**src/rtl/mode_display_ctrl_pkg.sv**
```systemverilog
// Shared definitions for the watch display sequencer: mode encodings, LED bit map,
// default timing constants and counter-width helpers.
package mode_display_ctrl_pkg;

  typedef enum logic [1:0] {
    ST_CLOCK     = 2'd0,
    ST_STOPWATCH = 2'd1,
    ST_ALARM     = 2'd2,
    ST_RING      = 2'd3
  } mode_t;

  localparam int DEF_DEB_CYCLES   = 20;
  localparam int DEF_RING_CYCLES  = 30000;
  localparam int DEF_BLANK_CYCLES = 2;
  localparam int DEF_BLINK_HALF   = 250;

  localparam int LED_CLOCK     = 0;
  localparam int LED_STOPWATCH = 1;
  localparam int LED_ALARM     = 2;
  localparam int LED_RING      = 7;

  localparam logic [7:0] SEG_DATA_OFF = 8'h00;
  localparam logic [7:0] SEG_COM_OFF  = 8'hFF;

  // A counter for n states never needs fewer than one bit.
  function automatic int cntWidth(input int n);
    return (n < 2) ? 1 : $clog2(n);
  endfunction

  function automatic logic [7:0] ledMap(input mode_t s);
    logic [7:0] v;
    v = '0;
    case (s)
      ST_CLOCK:     v[LED_CLOCK]     = 1'b1;
      ST_STOPWATCH: v[LED_STOPWATCH] = 1'b1;
      ST_ALARM:     v[LED_ALARM]     = 1'b1;
      default:      v[LED_RING]      = 1'b1;
    endcase
    return v;
  endfunction

endpackage

```
**src/rtl/mode_display_ctrl_if.sv**
```systemverilog
// Display bus between the watch/stopwatch/alarm requesters and the shared 7-segment pins.
interface mode_display_ctrl_if;
  logic [7:0] clk_seg_data;
  logic [7:0] clk_seg_com;
  logic [7:0] sw_seg_data;
  logic [7:0] sw_seg_com;
  logic [7:0] al_seg_data;
  logic [7:0] al_seg_com;
  logic [7:0] seg_data;
  logic [7:0] seg_com;

  modport master (
    output clk_seg_data, clk_seg_com, sw_seg_data, sw_seg_com, al_seg_data, al_seg_com,
    input  seg_data, seg_com
  );

  modport slave (
    input  clk_seg_data, clk_seg_com, sw_seg_data, sw_seg_com, al_seg_data, al_seg_com,
    output seg_data, seg_com
  );
endinterface

```
**src/rtl/mode_display_ctrl_debounce.sv**
```systemverilog
// Button conditioner: 2-FF synchronizer, stable-level counter and a one-cycle press pulse
// on each accepted 0->1 transition of the debounced level.
module mode_display_ctrl_debounce
  import mode_display_ctrl_pkg::*;
#(
  parameter int DEB_CYCLES = DEF_DEB_CYCLES
) (
  input  logic clk,
  input  logic rst,
  input  logic i_btn,
  output logic o_press
);

  localparam int CW = cntWidth(DEB_CYCLES);
  localparam logic [CW-1:0] CNT_LAST = CW'(DEB_CYCLES - 1);

  logic [1:0]    r_sync;
  logic          r_level;
  logic [CW-1:0] r_stableCnt;
  logic          w_differs;
  logic          w_accept;

  assign w_differs = (r_sync[1] != r_level);
  assign w_accept  = w_differs && (r_stableCnt == CNT_LAST);
  assign o_press   = w_accept && r_sync[1];

  // Any sample equal to the current level restarts the stability window.
  always_ff @(posedge clk or posedge rst) begin
    if (rst) begin
      r_sync      <= '0;
      r_level     <= 1'b0;
      r_stableCnt <= '0;
    end else begin
      r_sync <= {r_sync[0], i_btn};
      if (!w_differs) begin
        r_stableCnt <= '0;
      end else if (w_accept) begin
        r_level     <= r_sync[1];
        r_stableCnt <= '0;
      end else begin
        r_stableCnt <= r_stableCnt + CW'(1);
      end
    end
  end

endmodule

```
**src/rtl/mode_display_ctrl.sv**
```systemverilog
// Mode sequencer and display arbiter: debounced mode/ack buttons, CLOCK/STOPWATCH/ALARM
// cycling with alarm-ring preemption, and a registered, blanked and blinking display mux.
module mode_display_ctrl
  import mode_display_ctrl_pkg::*;
#(
  parameter int DEB_CYCLES   = DEF_DEB_CYCLES,
  parameter int RING_CYCLES  = DEF_RING_CYCLES,
  parameter int BLANK_CYCLES = DEF_BLANK_CYCLES,
  parameter int BLINK_HALF   = DEF_BLINK_HALF
) (
  input  logic                      clk,
  input  logic                      rst,
  input  logic                      i_mode_btn,
  input  logic                      i_ack_btn,
  input  logic                      i_alarm_match,
  mode_display_ctrl_if.slave        seg_if,
  output logic [1:0]                o_mode_sel,
  output logic                      o_ringing,
  output logic                      o_mode_chg,
  output logic [7:0]                o_led
);

  localparam int RCW = cntWidth(RING_CYCLES);
  localparam int BCW = cntWidth(2 * BLINK_HALF);
  localparam int KCW = cntWidth(BLANK_CYCLES);
  localparam logic [RCW-1:0] RING_LAST  = RCW'(RING_CYCLES - 1);
  localparam logic [BCW-1:0] BLINK_LAST = BCW'(2 * BLINK_HALF - 1);
  localparam logic [BCW-1:0] BLINK_ON   = BCW'(BLINK_HALF);
  localparam logic [KCW-1:0] BLANK_LOAD = KCW'(BLANK_CYCLES - 1);

  mode_t          r_state, r_saved, w_nextState, w_nextSaved;
  logic [RCW-1:0] r_ringCnt;
  logic [BCW-1:0] r_blinkCnt, w_blinkAdv;
  logic [KCW-1:0] r_blankCnt;
  logic           r_modeChg, r_ringing;
  logic [7:0]     r_led, r_segData, r_segCom;
  logic [7:0]     w_srcData, w_srcCom, w_showData, w_showCom;
  logic           w_modePress, w_ackPress, w_ringRestart, w_stateChg, w_blank, w_blinkOn;

  mode_display_ctrl_debounce #(.DEB_CYCLES(DEB_CYCLES)) u_modeDebounce (
    .clk(clk), .rst(rst), .i_btn(i_mode_btn), .o_press(w_modePress)
  );

  mode_display_ctrl_debounce #(.DEB_CYCLES(DEB_CYCLES)) u_ackDebounce (
    .clk(clk), .rst(rst), .i_btn(i_ack_btn), .o_press(w_ackPress)
  );

  // An alarm always outranks a mode press; in RING a repeated alarm only restarts the timeout.
  always_comb begin
    w_nextState   = r_state;
    w_nextSaved   = r_saved;
    w_ringRestart = 1'b0;
    if (r_state == ST_RING) begin
      if (i_alarm_match) begin
        w_ringRestart = 1'b1;
      end else if (w_ackPress || (r_ringCnt == RING_LAST)) begin
        w_nextState = r_saved;
      end
    end else if (i_alarm_match) begin
      w_nextState = ST_RING;
      w_nextSaved = r_state;
    end else if (w_modePress) begin
      case (r_state)
        ST_CLOCK:     w_nextState = ST_STOPWATCH;
        ST_STOPWATCH: w_nextState = ST_ALARM;
        default:      w_nextState = ST_CLOCK;
      endcase
    end
  end

  assign w_stateChg = (w_nextState != r_state);
  assign w_blinkAdv = (r_blinkCnt == BLINK_LAST) ? '0 : r_blinkCnt + BCW'(1);
  assign w_blinkOn  = (w_blinkAdv < BLINK_ON);
  assign w_blank    = r_modeChg || (r_blankCnt != '0);

  always_ff @(posedge clk or posedge rst) begin
    if (rst) begin
      r_state    <= ST_CLOCK;
      r_saved    <= ST_CLOCK;
      r_modeChg  <= 1'b0;
      r_ringing  <= 1'b0;
      r_led      <= ledMap(ST_CLOCK);
      r_ringCnt  <= '0;
      r_blinkCnt <= '0;
      r_blankCnt <= '0;
    end else begin
      r_state   <= w_nextState;
      r_saved   <= w_nextSaved;
      r_modeChg <= w_stateChg;
      r_ringing <= (w_nextState == ST_RING);
      r_led     <= ledMap(w_nextState);
      if ((w_nextState != ST_RING) || w_stateChg || w_ringRestart) begin
        r_ringCnt <= '0;
      end else if (r_ringCnt != RING_LAST) begin
        r_ringCnt <= r_ringCnt + RCW'(1);
      end
      if ((w_nextState != ST_RING) || w_stateChg) begin
        r_blinkCnt <= '0;
      end else begin
        r_blinkCnt <= w_blinkAdv;
      end
      if (r_modeChg) begin
        r_blankCnt <= BLANK_LOAD;
      end else if (r_blankCnt != '0) begin
        r_blankCnt <= r_blankCnt - KCW'(1);
      end
    end
  end

  // RING shows the watch face; the blink phase is evaluated for the cycle being registered.
  always_comb begin
    w_srcData = seg_if.clk_seg_data;
    w_srcCom  = seg_if.clk_seg_com;
    case (r_state)
      ST_STOPWATCH: begin
        w_srcData = seg_if.sw_seg_data;
        w_srcCom  = seg_if.sw_seg_com;
      end
      ST_ALARM: begin
        w_srcData = seg_if.al_seg_data;
        w_srcCom  = seg_if.al_seg_com;
      end
      default: ;
    endcase
    w_showData = w_srcData;
    w_showCom  = w_srcCom;
    if (w_blank || ((r_state == ST_RING) && !w_blinkOn)) begin
      w_showData = SEG_DATA_OFF;
      w_showCom  = SEG_COM_OFF;
    end
  end

  always_ff @(posedge clk or posedge rst) begin
    if (rst) begin
      r_segData <= SEG_DATA_OFF;
      r_segCom  <= SEG_COM_OFF;
    end else begin
      r_segData <= w_showData;
      r_segCom  <= w_showCom;
    end
  end

  assign seg_if.seg_data = r_segData;
  assign seg_if.seg_com  = r_segCom;
  assign o_mode_sel      = r_state;
  assign o_ringing       = r_ringing;
  assign o_mode_chg      = r_modeChg;
  assign o_led           = r_led;

endmodule
```
**src/flat_wrapper.sv**
```systemverilog
// flat-port wrapper written by rule: the top's interface ports become plain ports
module mode_display_ctrl_flat import mode_display_ctrl_pkg::*;
#(
  parameter int DEB_CYCLES   = DEF_DEB_CYCLES,
  parameter int RING_CYCLES  = DEF_RING_CYCLES,
  parameter int BLANK_CYCLES = DEF_BLANK_CYCLES,
  parameter int BLINK_HALF   = DEF_BLINK_HALF
)
  (clk, rst, i_mode_btn, i_ack_btn, i_alarm_match, o_mode_sel, o_ringing, o_mode_chg, o_led, seg_if_clk_seg_data, seg_if_clk_seg_com, seg_if_sw_seg_data, seg_if_sw_seg_com, seg_if_al_seg_data, seg_if_al_seg_com, seg_if_seg_data, seg_if_seg_com);
  mode_display_ctrl_if seg_if_i ();
  input  logic clk;
  input  logic rst;
  input  logic i_mode_btn;
  input  logic i_ack_btn;
  input  logic i_alarm_match;
  output logic [1:0] o_mode_sel;
  output logic o_ringing;
  output logic o_mode_chg;
  output logic [7:0] o_led;
  input wire logic [$bits(seg_if_i.clk_seg_data)-1:0] seg_if_clk_seg_data;
  input wire logic [$bits(seg_if_i.clk_seg_com)-1:0] seg_if_clk_seg_com;
  input wire logic [$bits(seg_if_i.sw_seg_data)-1:0] seg_if_sw_seg_data;
  input wire logic [$bits(seg_if_i.sw_seg_com)-1:0] seg_if_sw_seg_com;
  input wire logic [$bits(seg_if_i.al_seg_data)-1:0] seg_if_al_seg_data;
  input wire logic [$bits(seg_if_i.al_seg_com)-1:0] seg_if_al_seg_com;
  output wire logic [$bits(seg_if_i.seg_data)-1:0] seg_if_seg_data;
  output wire logic [$bits(seg_if_i.seg_com)-1:0] seg_if_seg_com;
  assign seg_if_i.clk_seg_data = seg_if_clk_seg_data;
  assign seg_if_i.clk_seg_com = seg_if_clk_seg_com;
  assign seg_if_i.sw_seg_data = seg_if_sw_seg_data;
  assign seg_if_i.sw_seg_com = seg_if_sw_seg_com;
  assign seg_if_i.al_seg_data = seg_if_al_seg_data;
  assign seg_if_i.al_seg_com = seg_if_al_seg_com;
  assign seg_if_seg_data = seg_if_i.seg_data;
  assign seg_if_seg_com = seg_if_i.seg_com;
  mode_display_ctrl #(.DEB_CYCLES(DEB_CYCLES), .RING_CYCLES(RING_CYCLES), .BLANK_CYCLES(BLANK_CYCLES), .BLINK_HALF(BLINK_HALF)) u_core (.clk(clk), .rst(rst), .i_mode_btn(i_mode_btn), .i_ack_btn(i_ack_btn), .i_alarm_match(i_alarm_match), .seg_if(seg_if_i), .o_mode_sel(o_mode_sel), .o_ringing(o_ringing), .o_mode_chg(o_mode_chg), .o_led(o_led));
endmodule
```
**config.mk**
```make
export PLATFORM = sky130hd
export DESIGN_NAME = mode_display_ctrl_flat
export DESIGN_NICKNAME = d
export VERILOG_FILES = /design/src/rtl/mode_display_ctrl_pkg.sv /design/src/rtl/mode_display_ctrl_if.sv /design/src/rtl/mode_display_ctrl_debounce.sv /design/src/rtl/mode_display_ctrl.sv /design/src/flat_wrapper.sv
export SDC_FILE = /design/constraint.sdc
export NUM_CORES = 1
export LEC_CHECK = 0
export CORE_MARGIN = 2
export CORE_UTILIZATION = 51
export DETAILED_ROUTE_END_ITERATION = 10
export PLACE_DENSITY = 0.83
export SYNTH_ARGS = -nofsm -noshare
export SYNTH_HDL_FRONTEND = slang
export SYNTH_SLANG_ARGS = --single-unit
export TNS_END_PERCENT = 20
```
**constraint.sdc**
```tcl
create_clock -name clk -period 3.29 [get_ports clk]
set_clock_uncertainty 0.05 [all_clocks]
set_input_delay 0.987 -clock clk [delete_from_list [all_inputs] [get_ports clk]]
set_output_delay 0.987 -clock clk [all_outputs]
set_load 0.01 [all_outputs]
```
Word level (Yosys, flattened, before mapping) --
Cells that the tools add are included.
Storage, ports and cells: word-level logic and storage cells 82, register bits 67, bits of input ports 53
Cells by class: add/subtract/negate cells 5, muxes and demuxes 26, bitwise gates (word level) 1, reductions and logical operators 18, eq/ne operators 15, magnitude comparators 1
Operators with widths (count):
- 8-bit case mux with 2 select lines | 2
- 15-bit two-way mux | 2
- 5-bit two-way mux | 4
- 9-bit two-way mux | 2
- 8-bit two-way mux | 2
- 15-bit by 1-bit adder with 15-bit output, second input constant | 1
- 15-bit == test, second input constant | 1
- 15-bit != test, second input constant | 1
- 5-bit by 1-bit adder with 5-bit output, second input constant | 2
- 5-bit == test, second input constant | 2
- 2-bit two-way mux | 5
- 9-bit by 1-bit adder with 9-bit output, second input constant | 1
- 9-bit == test, second input constant | 1
- 9-bit by 8-bit < comparator with 1-bit output, second input constant | 1
- 2-bit == test, second input constant | 4
- 1-bit two-way mux | 8
- 2-bit AND reduction | 3
- 1-bit logical AND | 5
- 1-bit logical OR | 5
- 2-bit by 1-bit == test with 1-bit output, second input constant | 2
- 2-bit zero test | 2
- 2-bit case mux with 2 select lines | 1
- 3-bit OR reduction | 1
- 1-bit != test | 2
- other kinds (6) | 6

Depth between registers and ports, before layout --
Gate-level depths: netlist of the first run.
depth after elaboration 11, depth in mapped cells 8, depth with buffers taken out 7

By module --
Synthesis of the first run repeated with hierarchy kept, for this count alone.
Unflattened totals: cell total of the unflattened synthesis 355, area, all modules 3490.8 um^2
Modules (own cells, without submodules):
- mode_display_ctrl | cells each 297, area each 2767.7 um^2, times used 1, seq. area each 1262.5 um^2
- mode_display_ctrl_debounce | cells each 29, area each 361.6 um^2, times used 2, seq. area each 200.2 um^2

Worst setup path after synthesis of the first run --
OpenSTA, ideal clock, no wires.
path type input to register, start input port i_alarm_match, end register u_core.r_ringCnt[0], slack 0.782 ns, data required time 3.115 ns, cell stages on the path 6, library setup time 0.125 ns, data arrival time 2.333 ns, cell sequence buf_2 -> or2_2 -> o41ai_2 -> nand2b_1 -> buf_4 -> nor4_1
On the way: longest elaborated chain between the ends 6, elaborated cells on any way between the ends 11, classes of those cells eq/ne: 2; mux: 6; reduce/logical: 3
Ends and longest elaborated chain:
- from (decl) | RTL line flat_wrapper.sv:15 | input logic i_alarm_match;
- 2-bit two-way mux, on equally long branches | RTL line mode_display_ctrl.sv:59, mode_display_ctrl.sv:54
- 2-bit two-way mux | RTL line mode_display_ctrl.sv:53 | if (r_state == ST_RING) begin
- 2-bit != test, on equally long branches | RTL line mode_display_ctrl.sv:92, mode_display_ctrl.sv:71
- 1-bit logical OR | RTL line mode_display_ctrl.sv:92 | if ((w_nextState != ST_RING) || w_stateChg || w_ringRestart) begin
- 1-bit logical OR * | RTL line mode_display_ctrl.sv:92
- 15-bit two-way mux or 2-bit nonzero test (tied branches)
- to (signal assigned) | RTL line mode_display_ctrl.sv:95 | r_ringCnt <= r_ringCnt + RCW'(1);
- to (decl) | RTL line mode_display_ctrl.sv:32 | logic [RCW-1:0] r_ringCnt;
Mark *: on every way between the ends. The rest lies on a longest branch, timed or not. A chain may end at the register's enable or synchronous reset.

Worst setup path after layout of the first run --
start input port i_alarm_match, end register u_core.r_blinkCnt[7]
On the way: longest elaborated chain between the ends 5, elaborated cells on any way between the ends 7, classes of those cells eq/ne: 2; mux: 4; reduce/logical: 1
Ends and longest elaborated chain:
- 2-bit two-way mux, on equally long branches | RTL line mode_display_ctrl.sv:59, mode_display_ctrl.sv:54
- 2-bit two-way mux * | RTL line mode_display_ctrl.sv:53
- 2-bit != test, on equally long branches | RTL line mode_display_ctrl.sv:97, mode_display_ctrl.sv:71
- 1-bit logical OR * | RTL line mode_display_ctrl.sv:97 | if ((w_nextState != ST_RING) || w_stateChg) begin
- 9-bit two-way mux * | RTL line mode_display_ctrl.sv:97
- to (signal assigned) | RTL line mode_display_ctrl.sv:100 | r_blinkCnt <= w_blinkAdv;
- to (decl) | RTL line mode_display_ctrl.sv:33 | logic [BCW-1:0] r_blinkCnt, w_blinkAdv;
Marks and branches as above.

==> results.env, run 1 <==
SYNTHSIMPLEGATEAREAFRAC_PCT=25.0
POSTSYNTHREGISTERBITS=66
SW_RATIO_PCT=35.0
RESIDUAL_OVERFLOW_FROM_GLOBAL_ROUTING=0
ROUTE.DETAILED.VIAS_PER_INST=5.64
CP-START-KIND='primary input'
FINAL_MIN_PERIOD_OVER_CLOCK_PERIOD_PCT=81.3
TIGHTEST_SLEW_MARGIN_RELATIVE_TO_THE_LIMIT_PCT=46.9
FIRST_ITERATION_DETAILED_ROUTING_DRC_COUNT=168
DIE_AREA_MM2=0.00773
SYNTH_XOR_XNOR_AREA_SHARE_PCT=5.61
WORST_TRAN_PIN_VALUE_PS=796
CRIT_PATH_CELLS='clkdlybuf4s50_1 > nor3b_1 > and3_1 > nor4_1 > nand2_1 > buf_4 > nor4b_1'
SYNTH_AREA_MM2=0.00359
VIAS=3082
POST_LAYOUT_MINIMUM_CYCLE_TIME_PS=2680
TOTAL_GLOBAL_ROUTING_TRACK_UTILIZATION_PCT=23.2
GRT_UTIL_MET1_PCT=28.2
WORSTPATHREQUIRED_PS=3480
HPWL_UM=6370
START_UTIL_PCT=52.9
CRITICAL_PATH_TYPE='primary input to register'
P_INT_mW=1.91
GRT_ANTENNA_BEFORE_REPAIR=0
GLOBALROUTE.BUSIESTLAYER='met2'
SEQUENTIALPOWERSHARE_PCT=38.4
VERTICAL_EXTENT_OF_THE_DIE_UM=87.9
POST_SYNTH_FA_HA_MAJ_AREA_FRACTION_PCT=2.79
CAP_VIOLATIONS=0
POST_CTS.RESIZED_INSTANCES=0
ACCUMULATED_NEGATIVE_SETUP_SLACK_PS=0
HTREEDEPTH=3
ROUTE.DETAILED.WL_PER_INST_UM=15.8
LAYOUT-DRIVE-GT1-SHARE_PCT=9.11
TIMING_MAX_TRANSITION_VIOLATIONS_FINAL=0
TOTAL_POWER_mW=2.94
POST-SYNTH-TOP-AREA-CELL='sky130_fd_sc_hd__dfrtp_1'
SETUP_VIOLATIONS=0
ROUTABILITYCONGESTION=0.865
FRACTION_OF_THE_YOSYS_AREA_TAKEN_BY_SEQUENTIAL_CELLS_PCT=46.3
POWER.SHARE.CLOCK_PCT=22.5
COUNT_OF_INSERTED_ANTENNA_DIODE_CELLS=0
YOSYS_MOST_USED_DFF='sky130_fd_sc_hd__dfrtp_1'
SYN_AVG_CELL_AREA_UM2=9.76
PLACE_WS_PS=285
WIRE_LENGTH_OF_THE_FIRST_GLOBAL_ROUTING_PASS_UM=13900
PATH_DELAY_FAMILY='simple AND/OR/NAND/NOR gates'
GRT_MAX_DEGREE=33
VIAS_IN_THE_FIRST_GLOBAL_ROUTE=2991
NUM-FILL-CELLS=549
RUN_STATUS='finished, final reports clean'
SYNTH_EDF_COUNT=0
NUMCLOCKSINKS=66
SYNTH_TOP_FAMILY_BY_AREA='simple AND/OR/NAND/NOR gates'
YS_WARN_COUNT=0
POST-ROUTE-DRC-COUNT=0
SYNTH.MUX.AREA_FRACTION_PCT=0.836
CP_NUM_BUF_INV=2
P_SWITCHING_mW=1.03
FINALWORSTSETUPSLACK_PS=615
CTS_MAX_PATH_BUFFERS=2
DR.PASS1.ITERS=4
FINAL-HOLD-VIOLATION-COUNT=0
CORE-AREA_MM2=0.00679
ARR_TIME_CRIT_PATH_PS=2860
NETLIST-CELL-TYPE-COUNT=59
GLOBALROUTEMET2UTIL_PCT=39.9
POSTROUTEANTENNANETS=0
SYNTH_COMPOUND_AREA_SHARE_PCT=15.4
INSERTED_CLOCK_BUFFERS=9
CELL_PWR_DENSITY_mW_PER_MM2=636
FLOORPLAN.ROWS=30
MAX_FREQ_MHz=374
TRITONCTS='yes'
CRITICAL_PATH.MAX_FANOUT=20
TIMING.CRITICAL_PATH.SLOWEST_CELL_DELAY_PS=670
AREA.GROWTH.SYNTH_TO_FINAL_PCT=28.9
WORST_SETUP_PATH_END_KIND='register'
PLACEMENT.IO_BUFFERS=76
SYNTH_TOP_AREA_SHARE_PCT=39.7
PATH_CLK_SLEW_PS=70
SLOWEST_STAGE='sky130_fd_sc_hd__clkdlybuf4s50_1'
CLK_LATENCY_PS=350
MET3_USAGE_PCT=5.37
COMB_POWER_SHARE_PCT=39.1
NUM_IO_PINS=81
VDD_DROP_MAX_mV=0.357
POSTCTSSETUPBUFFERS=0
WORST_HOLD_PATH_TYPE='register to register'
SYNTH-ASYNC-RESET-RATIO_PCT=100
POSTCTSHOLDBUFS=0
CLOCK-ROOT-BUFFER='sky130_fd_sc_hd__clkbuf_8'
YOSYS-TOP-CELLS-AREA='sky130_fd_sc_hd__dfrtp_1 (40%), sky130_fd_sc_hd__dfstp_2 (6.6%), sky130_fd_sc_hd__nand2_1 (4.3%)'
SYNTHCELLS=368
LEAKAGEPOWER_nW=1.94
RSZ_0062_RAISED_AFTER_GLOBAL_ROUTING='false'
TOTALWIRELENGTH_UM=8620
DIE_W_UM=87.9
NETS=506
[registers in the layout (all words and copies together) (netlist names), 2 cells and up]
| signal | count |
|---|---|
| u_core.u_ackDebounce.r_stableCnt | 5 |
| u_core.u_ackDebounce.r_sync | 2 |
| u_core.r_blinkCnt | 9 |
| u_core.o_led | 3 |
| u_core.u_modeDebounce.r_stableCnt | 5 |
| u_core.r_saved | 2 |
| u_core.o_mode_sel | 2 |
| u_core.r_ringCnt | 15 |
| u_core.u_modeDebounce.r_sync | 2 |
| u_core.seg_if.seg_com | 8 |
| u_core.seg_if.seg_data | 8 |
[worst paths after layout]
| check | slack (ps) | endpoint | from | cells after the start |
|---|---|---|---|---|
| max | 610 | u_core.r_blinkCnt[7]$_DFF_PP0_ | i_alarm_match | 7 |
| min | 300 | u_core.u_ackDebounce.r_sync[1]$_DFF_PP0_ | u_core.u_ackDebounce.r_sync[0]$_DFF_PP0_ | 0 |
| max reg2reg | 880 | u_core.r_blinkCnt[7]$_DFF_PP0_ | u_core.o_mode_sel[0]$_DFF_PP0_ | 7 |
| min reg2reg | 300 | u_core.u_ackDebounce.r_sync[1]$_DFF_PP0_ | u_core.u_ackDebounce.r_sync[0]$_DFF_PP0_ | 0 |
| max in group asynchronous | 1640 | u_core.r_blinkCnt[3]$_DFF_PP0_ | rst | 3 |
| min in group asynchronous | 930 | u_core.o_mode_sel[1]$_DFF_PP0_ | rst | 2 |
[power by group through the flow]
stage / logic, mW / registers (mW) / clock network (mW)
after floorplan: 0.641 / 1.17 / 0
after global placement: 1.12 / 1.13 / 0
after detailed placement: 1.15 / 1.14 / 0
after CTS: 1.16 / 1.13 / 0.675
after global routing: 1.27 / 1.15 / 0.711
final: 1.15 / 1.13 / 0.663
[final cells by class]
class	instances	area, um2	area share (%)
Clock inverter	3	40.0	0.865
Tap cell	96	120	2.59
Clock buffer	13	149	3.22
Inverter	9	33.8	0.730
Timing Repair Buffer	83	826	17.8
Multi-Input combinational cell	276	1800	38.9
Sequential cell	66	1660	35.9
[cell usage after synthesis, types with 5 or more instances]
master / count
sky130_fd_sc_hd__and2_1: 6
sky130_fd_sc_hd__inv_1: 9
sky130_fd_sc_hd__xor2_1: 13
sky130_fd_sc_hd__a211oi_1: 8
sky130_fd_sc_hd__ha_1: 8
sky130_fd_sc_hd__nand4_1: 7
sky130_fd_sc_hd__a22oi_1: 17
sky130_fd_sc_hd__nor4_1: 18
sky130_fd_sc_hd__dfstp_2: 9
sky130_fd_sc_hd__buf_2: 5
sky130_fd_sc_hd__buf_4: 7
sky130_fd_sc_hd__xnor2_1: 10
sky130_fd_sc_hd__nand3_1: 15
sky130_fd_sc_hd__dfrtp_1: 57
sky130_fd_sc_hd__o21ai_0: 18
sky130_fd_sc_hd__nand2b_1: 6
sky130_fd_sc_hd__nand2_1: 41
sky130_fd_sc_hd__clkbuf_1: 7
sky130_fd_sc_hd__nor3_1: 10
sky130_fd_sc_hd__nor2_1: 26
sky130_fd_sc_hd__a21oi_1: 11
[cells by family after synthesis]
family | after synthesis
AOI/OAI and AO/OA | 77
xor gates and xnor gates | 23
adders and majority gates | 8
buffers and inverters | 29
DFF | 66
muxes | 3
other | 1
and+or+nand+nor | 161
[per-stage QoR]
step	area, um2	hold WS (ps)	cells	utilization, %
after floorplan	3600	281	371	-
after global placement	4440	285	530	65.4
after detailed placement	4440	287	530	65.4
after CTS	4630	302	546	68.2
after global routing	4630	313	546	68.2
final	4630	300	546	68.2
[metal layers]
metal | up-vias | routed length (um)
li1 | 1497 | -
met1 | 1491 | 3560
met2 | 78 | 4500
met3 | 16 | 420
met4 | 0 | 142
met5 | - | 0
[layout by cell type, fill, tap and decap left out, drive strengths merged, types with 2 or more instances in the layout]
master	count
clkbuf	13
nand2	41
nor4	18
nand2b	6
a31oi	4
a22oi	17
nor2b	3
conb	4
inv	9
ha	8
clkdlybuf4s50	76
o21ai	20
nand3	16
nor2	26
nor3b	2
and4b	2
dfrtp	57
and4bb	3
and4	2
a211oi	8
and3	3
buf	7
and2	6
or3	3
mux2i	3
o311ai	2
and3b	2
dfstp	9
nand4	8
nor3	10
nand4bb	2
a21oi	11
xor2	13
xnor2	10
clkinv	2
nor4b	4
Power figures use the tool's default switching activity.
==> run 2, diff against run 1 <==
Clock period 3.29 ns to 2.7 ns, I/O delays scaled along.
==> run 2 against run 1 <==
Against the previous run: sequential share of layout area decreased by 0.91 points; via count rose by 2.1%; sequential power up 21%; largest power group unchanged; highest routed layer unchanged.
==> results.env, run 2 (synthesized netlist as in run 1, its figures left out) <==
LAYOUT-DRIVE-GT1-SHARE_PCT=11.0
LARGEST_REGISTER='u_core.r_ringCnt'
GRT_ANTENNA_BEFORE_REPAIR=0
WORST_TRAN_PIN_VALUE_PS=563
FIRST_ITERATION_DETAILED_ROUTING_DRC_COUNT=153
POST-ROUTE-DRC-COUNT=0
WIRE_LENGTH_OF_THE_FIRST_GLOBAL_ROUTING_PASS_UM=14000
TRITONCTS='yes'
CRITICAL_PATH_TYPE='primary input to register'
FINAL-HOLD-VIOLATION-COUNT=0
FINAL_MIN_PERIOD_OVER_CLOCK_PERIOD_PCT=88.8
VIAS=3146
CP-START-KIND='primary input'
PATH_DELAY_FAMILY='simple AND/OR/NAND/NOR gates'
TOTAL_GLOBAL_ROUTING_TRACK_UTILIZATION_PCT=23.4
TIMING.CRITICAL_PATH.SLOWEST_CELL_DELAY_PS=430
GRT_MAX_DEGREE=28
SETUP_VIOLATIONS=0
INSERTED_CLOCK_BUFFERS=9
RSZ_0062_RAISED_AFTER_GLOBAL_ROUTING='false'
POSTCTSSETUPBUFFERS=0
RESIDUAL_OVERFLOW_FROM_GLOBAL_ROUTING=0
START_UTIL_PCT=52.9
PATH_CLK_SLEW_PS=80
NETS=512
WORST_HOLD_PATH_TYPE='register to register'
TIMING_MAX_TRANSITION_VIOLATIONS_FINAL=0
ROUTABILITYCONGESTION=0.854
MIN-DELAY-START='u_core.u_modeDebounce.r_sync[0]$_DFF_PP0_'
FIN_WORST_HOLD_SLACK_PS=306
TOTAL_POWER_mW=3.86
POST_LAYOUT_MINIMUM_CYCLE_TIME_PS=2400
POSTROUTEANTENNANETS=0
COUNT_OF_INSERTED_ANTENNA_DIODE_CELLS=0
NUM_IO_PINS=81
CRITICAL_PATH.MAX_FANOUT=15
NUM-FILL-CELLS=530
ACCUMULATED_NEGATIVE_SETUP_SLACK_PS=0
LAYOUT.CELLS.MOST_COMMON_LIST='sky130_fd_sc_hd__clkdlybuf4s50_1 (76), sky130_fd_sc_hd__dfrtp_1 (57), sky130_fd_sc_hd__nand2_1 (41), sky130_fd_sc_hd__nor2_1 (26)'
NUMCLOCKSINKS=66
AREA.GROWTH.SYNTH_TO_FINAL_PCT=32.3
DIE_W_UM=87.9
CAP_VIOLATIONS=0
POSTCTSHOLDBUFS=0
VIAS_IN_THE_FIRST_GLOBAL_ROUTE=3058
LARGEST_REGISTER_FF_COUNT=15
DIE_AREA_MM2=0.00773
CRIT_PATH_CELLS='clkdlybuf4s50_1 > buf_4 > nand2_1 > nor2_1 > nor4_1 > nand2_1 > buf_4 > nor4_1'
CLK_LATENCY_PS=340
ROUTE.DETAILED.WL_PER_INST_UM=15.2
CELL_PWR_DENSITY_mW_PER_MM2=813
CLOCK-ROOT-BUFFER='sky130_fd_sc_hd__clkbuf_8'
DR.PASS1.ITERS=4
POST_CTS.RESIZED_INSTANCES=0
CRITICAL_PATH.REG2REG.STARTPOINT='u_core.r_blinkCnt[0]$_DFF_PP0_'
HTREEDEPTH=3
WORST_SETUP_PATH_END_KIND='register'
VDD_DROP_MAX_mV=0.398
MAX_FREQ_MHz=417
TOTALWIRELENGTH_UM=8380
WORSTPATHREQUIRED_PS=2890
HPWL_UM=6250
CORE-AREA_MM2=0.00679
VERTICAL_EXTENT_OF_THE_DIE_UM=87.9
TIGHTEST_SLEW_MARGIN_RELATIVE_TO_THE_LIMIT_PCT=62.5
REGISTERS_WITH_THE_HIGHEST_FLIP_FLOP_COUNTS='u_core.r_ringCnt (15), u_core.r_blinkCnt (9)'
PLACEMENT.IO_BUFFERS=76
SLOWEST_STAGE='sky130_fd_sc_hd__clkdlybuf4s50_1'
CP_NUM_BUF_INV=3
LEAKAGEPOWER_nW=2.00
MOSTFREQUENTLAYOUTCELL='sky130_fd_sc_hd__clkdlybuf4s50_1'
ROUTE.DETAILED.VIAS_PER_INST=5.70
CTS_MAX_PATH_BUFFERS=2
FLOORPLAN.ROWS=30
WORSTSETUPSTARTPOINT='i_alarm_match'
RUN_STATUS='finished, final reports clean'
ARR_TIME_CRIT_PATH_PS=2580
run 2: routing by layer:
layer | part of all wire [%] | global-route usage (%) | up-vias | wire [um]
met3 | 5.6 | 5.75 | 23 | 467
met4 | 2.5 | 10.9 | 0 | 210
li1 | - | - | 1505 | -
met5 | 0 | 0 | - | 0
met2 | 50 | 38.8 | 112 | 4230
met1 | 41 | 28.8 | 1506 | 3470
run 2: power breakdown:
| part | internal (mW) | switching, mW |
|---|---|---|
| combinational | 0.693 | 0.764 |
| sequential | 1.23 | 0.140 |
| clock | 0.661 | 0.378 |
run 2: final timing paths:
kind | endpoint | slack (ps) | cells after the start
worst max-delay path | u_core.r_ringCnt[5]$_DFFE_PP0P_ | 300 | 8
worst min-delay path | u_core.u_modeDebounce.r_sync[1]$_DFF_PP0_ | 310 | 0
worst max register to register | u_core.seg_if.seg_data[2]$_DFF_PP0_ | 380 | 6
worst min register to register | u_core.u_modeDebounce.r_sync[1]$_DFF_PP0_ | 310 | 0
max in group asynchronous | u_core.o_led[0]$_DFF_PP1_ | 1280 | 3
min in group asynchronous | u_core.seg_if.seg_data[2]$_DFF_PP0_ | 770 | 2
run 2: stage by stage:
stage | utilization [%] | worst slack [ps] | cells | instance area, um2
5_1_grt | 69.9 | 187 | 552 | 4750
2_1_floorplan | - | 200 | 371 | 3600
3_5_place_dp | 66.2 | -52.8 | 536 | 4500
3_3_place_gp | 66.2 | 119 | 536 | 4500
6_report | 69.9 | 303 | 552 | 4750
4_1_cts | 69.9 | 316 | 552 | 4750
run 2: cell type report:
| type | instances | area (um2) | area share (%) |
|---|---|---|---|
| sequential | 66 | 1660 | 35.0 |
| clock buffer | 11 | 151 | 3.19 |
| inverter | 9 | 33.8 | 0.711 |
| multi-input combinational | 276 | 1800 | 37.9 |
| clock inverter | 5 | 100 | 2.11 |
| tap | 96 | 120 | 2.53 |
| timing repair buffer | 89 | 883 | 18.6 |
